==> src/rtl/demux_pkg.sv <==
// Shared types and defaults for the 1-to-2 stream demultiplexer.
// Holds the alternation state enum, default widths and the destination helper.
package demux_pkg;

    localparam int WIDTH_DEF = 8;
    localparam int CNT_W_DEF = 8;

    // Alternation state: which channel the next round-robin word goes to.
    typedef enum logic {
        NEXT0 = 1'b0,
        NEXT1 = 1'b1
    } alt_state_e;

    // Destination channel: in_sel in steer mode, alternation state otherwise.
    function automatic logic pick_dest(
        input logic       mode,
        input logic       sel,
        input alt_state_e st
    );
        return mode ? (st == NEXT1) : sel;
    endfunction

endpackage

==> src/rtl/out_slot.sv <==
// One output channel: a single-entry register, its valid flag and a
// wrapping count of accepted words.
// Ports: clk, rst_n (async, active-low); load_i/data_i capture a word;
// ready_i pops it; valid_o/data_o present it; free_o = slot can take a word;
// cnt_o = words accepted so far.
module out_slot
    import demux_pkg::*;
#(
    parameter int WIDTH = WIDTH_DEF,
    parameter int CNT_W = CNT_W_DEF
) (
    input  logic             clk,
    input  logic             rst_n,
    input  logic             load_i,
    input  logic [WIDTH-1:0] data_i,
    input  logic             ready_i,
    output logic             valid_o,
    output logic [WIDTH-1:0] data_o,
    output logic             free_o,
    output logic [CNT_W-1:0] cnt_o
);

    logic             valid_q, valid_d;
    logic [WIDTH-1:0] data_q,  data_d;
    logic [CNT_W-1:0] cnt_q,   cnt_d;

    // A word leaving this cycle frees the slot for a same-cycle refill.
    assign free_o = !valid_q || ready_i;

    always_comb begin
        valid_d = valid_q;
        data_d  = data_q;
        cnt_d   = cnt_q;
        if (load_i) begin
            valid_d = 1'b1;
            data_d  = data_i;
            cnt_d   = cnt_q + CNT_W'(1);
        end else if (valid_q && ready_i) begin
            valid_d = 1'b0;
        end
    end

    always_ff @(posedge clk or negedge rst_n) begin
        if (!rst_n) begin
            valid_q <= 1'b0;
            data_q  <= '0;
            cnt_q   <= '0;
        end else begin
            valid_q <= valid_d;
            data_q  <= data_d;
            cnt_q   <= cnt_d;
        end
    end

    assign valid_o = valid_q;
    assign data_o  = data_q;
    assign cnt_o   = cnt_q;

endmodule

==> src/rtl/demux1to2_stream.sv <==
// 1-to-2 valid/ready stream demultiplexer, steer or round-robin, latency 1.
// Ports: clk, rst_n; in_valid/in_ready/in_data/in_sel upstream; mode
// (0 steer, 1 alternate); outK_valid/ready/data downstream; cntK counters.
module demux1to2_stream
    import demux_pkg::*;
#(
    parameter int WIDTH = WIDTH_DEF,
    parameter int CNT_W = CNT_W_DEF
) (
    input  logic             clk,
    input  logic             rst_n,
    input  logic             in_valid,
    output logic             in_ready,
    input  logic [WIDTH-1:0] in_data,
    input  logic             in_sel,
    input  logic             mode,
    output logic             out0_valid,
    input  logic             out0_ready,
    output logic [WIDTH-1:0] out0_data,
    output logic             out1_valid,
    input  logic             out1_ready,
    output logic [WIDTH-1:0] out1_data,
    output logic [CNT_W-1:0] cnt0,
    output logic [CNT_W-1:0] cnt1
);

    alt_state_e state_q, state_d;
    logic       dest;
    logic       free0, free1;
    logic       in_fire;
    logic       load0, load1;

    assign dest     = pick_dest(mode, in_sel, state_q);
    // Only the destination slot gates acceptance; the other may stall freely.
    assign in_ready = dest ? free1 : free0;
    assign in_fire  = in_valid && in_ready;
    assign load0    = in_fire && !dest;
    assign load1    = in_fire && dest;

    always_ff @(posedge clk or negedge rst_n) begin
        if (!rst_n) begin
            state_q <= NEXT0;
        end else begin
            state_q <= state_d;
        end
    end

    // State only advances on round-robin transfers; kept across steer periods.
    always_comb begin
        state_d = state_q;
        if (in_fire && mode) begin
            state_d = (state_q == NEXT0) ? NEXT1 : NEXT0;
        end
    end

    out_slot #(
        .WIDTH (WIDTH),
        .CNT_W (CNT_W)
    ) u_slot0 (
        .clk     (clk),
        .rst_n   (rst_n),
        .load_i  (load0),
        .data_i  (in_data),
        .ready_i (out0_ready),
        .valid_o (out0_valid),
        .data_o  (out0_data),
        .free_o  (free0),
        .cnt_o   (cnt0)
    );

    out_slot #(
        .WIDTH (WIDTH),
        .CNT_W (CNT_W)
    ) u_slot1 (
        .clk     (clk),
        .rst_n   (rst_n),
        .load_i  (load1),
        .data_i  (in_data),
        .ready_i (out1_ready),
        .valid_o (out1_valid),
        .data_o  (out1_data),
        .free_o  (free1),
        .cnt_o   (cnt1)
    );

endmodule

==> config.mk <==
export PLATFORM = sky130hd
export DESIGN_NAME = demux1to2_stream
export DESIGN_NICKNAME = d
export VERILOG_FILES = /design/src/rtl/demux_pkg.sv /design/src/rtl/out_slot.sv /design/src/rtl/demux1to2_stream.sv
export SDC_FILE = /design/constraint.sdc
export NUM_CORES = 1
export LEC_CHECK = 0
export ABC_AREA = 1
export ABC_CLOCK_PERIOD_IN_PS = 1950
export CORE_ASPECT_RATIO = 0.8
export CORE_UTILIZATION = 35
export DETAILED_ROUTE_END_ITERATION = 8
export MAX_ROUTING_LAYER = met4
export PLACE_DENSITY = 0.68
export SYNTH_ARGS = -nofsm -noshare
export SYNTH_HDL_FRONTEND = slang
export SYNTH_SLANG_ARGS = --single-unit
==> constraint.sdc <==
create_clock -name clk -period 1.95 [get_ports clk]
set_clock_uncertainty 0.15 [all_clocks]
set_input_delay 0.585 -clock clk [delete_from_list [all_inputs] [get_ports clk]]
set_output_delay 0.585 -clock clk [all_outputs]
set_load 0.05 [all_outputs]
**Word-level counts from Yosys, hierarchy flattened**

Cells that the tools add are included.

- Bits in registers: 35
- Input bits: 15
- Output and inout bits: 35
- Logic and storage cells: 29

- Add/subtract/negate cells: 2
- Mux-type cells: 7
- Reduce and logical (&&, ||, !) cells: 13

Operators by type and width:

| kind | count |
|---|---|
| $add A8 B1 Y8 const B | 2 |
| $mux W1 | 7 |
| $logic_and A1 B1 Y1 | 6 |
| $reduce_bool A2 Y1 | 2 |
| $logic_not A1 Y1 | 3 |
| $logic_or A1 B1 Y1 | 2 |

**Depth between registers and ports, before layout**

- Word-level depth: 6
- Depth in mapped cells: 7
- Depth with buffers taken out: 7

**Modules after synthesis**

From an unflattened synthesis, not the netlist that was laid out.

- Cells, all modules: 196
- Area, all modules: 1596.5 um^2

By module, submodules not included:

| module | times used | cells each | area each (um^2) | sequential area each (um^2) |
|---|---|---|---|---|
| out_slot | 2 | 86 | 728.2 | 425.4 |
| demux1to2_stream | 1 | 24 | 140.1 | 25.0 |

**Worst setup path after synthesis**

OpenSTA, ideal clock, no wires.

- Path kind: register to output
- Start: reg u_slot1.valid_q, in the netlist u_slot1.valid_o
- End: out in_ready
- Arrival time: 1.249 ns
- Slack: -0.034 ns
- Cell stages (with the launch flop): 6
- Buffers on the path: 0
- Cells stage by stage: dfrtp_1 -> inv_1 -> nor2_1 -> inv_1 -> nand2_1 -> nand2_1

- Cells in the longest elaborated chain, start to end: 3

Ends and longest elaborated chain:

| what | line | RTL |
|---|---|---|
| start, declared | out_slot.sv:23 | `logic valid_q, valid_d;` |
| start signal, assigned | out_slot.sv:49 | `valid_q <= valid_d;` |
| $logic_not A1 Y1 | out_slot.sv:28 | `assign free_o = !valid_q \|\| ready_i;` |
| $logic_or A1 B1 Y1 | out_slot.sv:28 |  |
| $mux W1 | demux1to2_stream.sv:35 | `assign in_ready = dest ? free1 : free0;` |
| end, declared | demux1to2_stream.sv:13 | `output logic in_ready,` |

Every way passes these cells.

**Worst setup path in the final report**

- Start: in mode
- End: out in_ready

- Cells in the longest elaborated chain, start to end: 2

Ends and longest elaborated chain:

| what | line | RTL |
|---|---|---|
| start, declared | demux1to2_stream.sv:16 | `input logic mode,` |
| $mux W1 | demux_pkg.sv:20 | `return mode ? (st == NEXT1) : sel;` |
| $mux W1 | demux1to2_stream.sv:35 |  |

Every way passes these cells.

==> run metrics <==
total CTS buffers=5; library cell used as clock root buffer=clkbuf_8; Final Instance Area=2900 um^2; routed wirelength normalized by instance count=~12 um; initial antenna violation count=0; static leakage=between 0.001 and 0.0015 uW; slowest library cell on the worst path=buf_12; Hold Vio Cnt, Final=0; number of design rule violations left after detail routing=0; Total Nets Final=293; final core utilization=62.0%; height of the die=65.2 um; DIE AREA=5280 um^2; post-CTS clock slew at the launch and capture registers of the worst setup and hold paths=70 ps; crit path time final=1930 ps; worst-path maximum fanout=3; worst voltage drop across the vdd grid=0.000883 V; overall via count from detail_route=1,533; Area growth syn-to-layout=66.0%; Hold WC Path Type=in -> async; area of the core region=4680 um^2; H-Tree Depth=2; warning count from the yosys run=0; Max Slew Vio Count=0; DRC marker count from the first detailed-route iteration=50; Congestion Overflow GR=0; maximum cell stage delay along the critical path=150 ps; Starting Density=37.3%; # fillers=395; Data required, critical path=1210 ps; Max Cap Viol=0; total cell area at the placement stage=2750 um^2; largest net degree at the start of global routing=36; Final setup violation count=0; cell row count=22; estimated wirelength of the detail-placed design=2.89 mm; Min Hold Slack=94.9 ps; total number of clock tree sinks=35; via count of the first global-routing pass=1,439; Critical Setup Path Class=in -> out; register-to-register path setup slack=470 ps; CP Buf/Inv Count=2; antenna-violating nets left=0; flop and latch count out of synthesis=35; status=complete, no violations; final cell count without fillers=337; most frequent cell on the critical path=nand2_2; drt via density=4.55; part of the Yosys area used for sequential elements=50.1%; width of the chip=81.0 um; All-Layer GR Usage=17.4%; overall power consumption=4280 uW; type of destination of the critical path=output port; number of library cell types mapped by synthesis=16; Max clock buf depth=2; actual transition at the worst max-transition pin=~250 ps; power density over the cells=approximately 1500 nW/um^2; TritonRoute pass-1 iters=4; layout cells sized above 1=35.0%; max frequency=517 MHz; I/O pins=50; total nets after synthesis=223; count of input and output buffers=49; list of cells traversed by the critical path=buf_2 -> nand2_2 -> nand2_4 -> nand2_2 -> nand2_2 -> buf_12; number of cells produced by synthesis=206; Critical Path Source Type=input port; unrepaired setup endpoints after global routing=true; Max-slew headroom=a little over four fifths; CTS tree=yes; average instance area after synthesis=8.48 um^2; Detailed Route WL=~3.9 mm; placed cells=325; Antenna Diode Count=0; cell type group with the largest total delay on the critical path=simple AND/OR/NAND/NOR gates; final worst path period share=between 90% and 100%; Worst Path Arrival=1200 ps; insertion delay of the later-clocked pin in the worst-skew pair=280 ps; Netlist Area Pre-Place=1750 um^2; placer's final routability congestion estimate=0.873; global-route wire length before repair=6.68 mm
metrics by stage:
stage	worst slack, ps	TNS (ps)
after floorplan	92.1	0
after CTS	10.1	0
after detailed placement	-415	-5680
final	17.0	0
after global placement	-355	-3550
after global routing	-38.8	-38.8
per-layer routing:
layer	routed length [um]	part of all wire [%]	vias up	track usage, %
met2	1840	47	34	25.3
met3	220	5.6	8	6.25
met4	63	1.6	0	7.37
met5	0	0	-	-
li1	-	-	773	-
met1	1810	46	718	21.8
registers in the layout, summed over array words and instances, names as in the netlist:
name and cells:
u_slot0.valid_o 1, u_slot1.cnt_o 8, state_q 1, u_slot1.data_o 8, u_slot1.valid_o 1, u_slot0.cnt_o 8, u_slot0.data_o 8
synth_stat cells, drive strengths merged:
cell   count  share of area [%]
ha         2                1.4
dfrtp     35                 50
nand4      1                1.2
xnor2      4                2.0
nand2     90                 20
o21ai     20                9.6
buf        4                2.1
nor2      10                2.1
xor2       4                2.0
nand3     11                3.9
inv       25                5.4
logic make-up (layout without fill, tap and decap cells):
logic type                 after synthesis  in the layout  synth area share, %
DFF                                     35             35                 50.1
buffers and inverters                   29            100                 7.52
adders and majority gates                2              2                 1.43
AOI/OAI and AO/OA                       20             20                 9.60
and+or+nand+nor                        112            112                 27.3
xor gates and xnor gates                 8              8                 4.01
layout make-up:
type                            count  area [um^2]  share of cell area (%)
Timing Repair Buffer               67          976                    33.7
Multi-Input combinational cell    142          759                    26.2
Clock buffer                        6         82.6                    2.85
Sequential cell                    35          877                    30.3
Inverter                           25         93.8                    3.24
Tap cell                           60         75.1                    2.59
Clock inverter                      2         35.0                    1.21
timing repair:
| action | in CTS | in global routing |
|---|---|---|
| endpoints found under the setup margin | 1 | 1 |
| pin swaps | 4 | 5 |
| hold buffers | 0 | 0 |
| resized for setup | 17 | 5 |
| buffers inserted | 2 | 2 |
final timing paths:
path                                                from                             to  cells past startpoint
setup / recovery                                    mode                       in_ready                      6
hold / removal                                     rst_n   u_slot0.cnt_o[5]$_DFFE_PN0P_                      2
setup reg to reg            u_slot1.cnt_o[0]$_DFFE_PN0P_   u_slot1.cnt_o[6]$_DFFE_PN0P_                      6
hold reg to reg            u_slot0.data_o[1]$_DFFE_PN0P_  u_slot0.data_o[1]$_DFFE_PN0P_                      2
max in group asynchronous                          rst_n    u_slot1.valid_o$_DFFE_PN0P_                      2
min in group clk           u_slot0.data_o[1]$_DFFE_PN0P_  u_slot0.data_o[1]$_DFFE_PN0P_                      2
cells in the final DEF (no fill, tap or decap):
master / instances
buf_4: 16
nand3_1: 9
buf_2: 4
dfrtp_1: 34
clkbuf_2: 1
nor2_1: 9
nand3_2: 1
buf_12: 37
bufinv_16: 1
xnor2_1: 4
inv_2: 2
clkbuf_8: 6
nand2_1: 84
o21ai_0: 2
clkdlybuf4s50_1: 9
inv_1: 23
nand2_2: 4
nand2_4: 2
clkinv_2: 1
xor2_1: 4
o21ai_2: 18
nor2_2: 1
nand4_4: 1
ha_1: 2
nand3_4: 1
dfrtp_2: 1
power by group:
part           internal (uW)  total, uW  switching, uW
Sequential               945       1270            326
Clock                    413        674            261
Combinational           1120       2340           1220
Total                   2480       4280           1810
No activity file was read; power rests on OpenSTA's default activity.
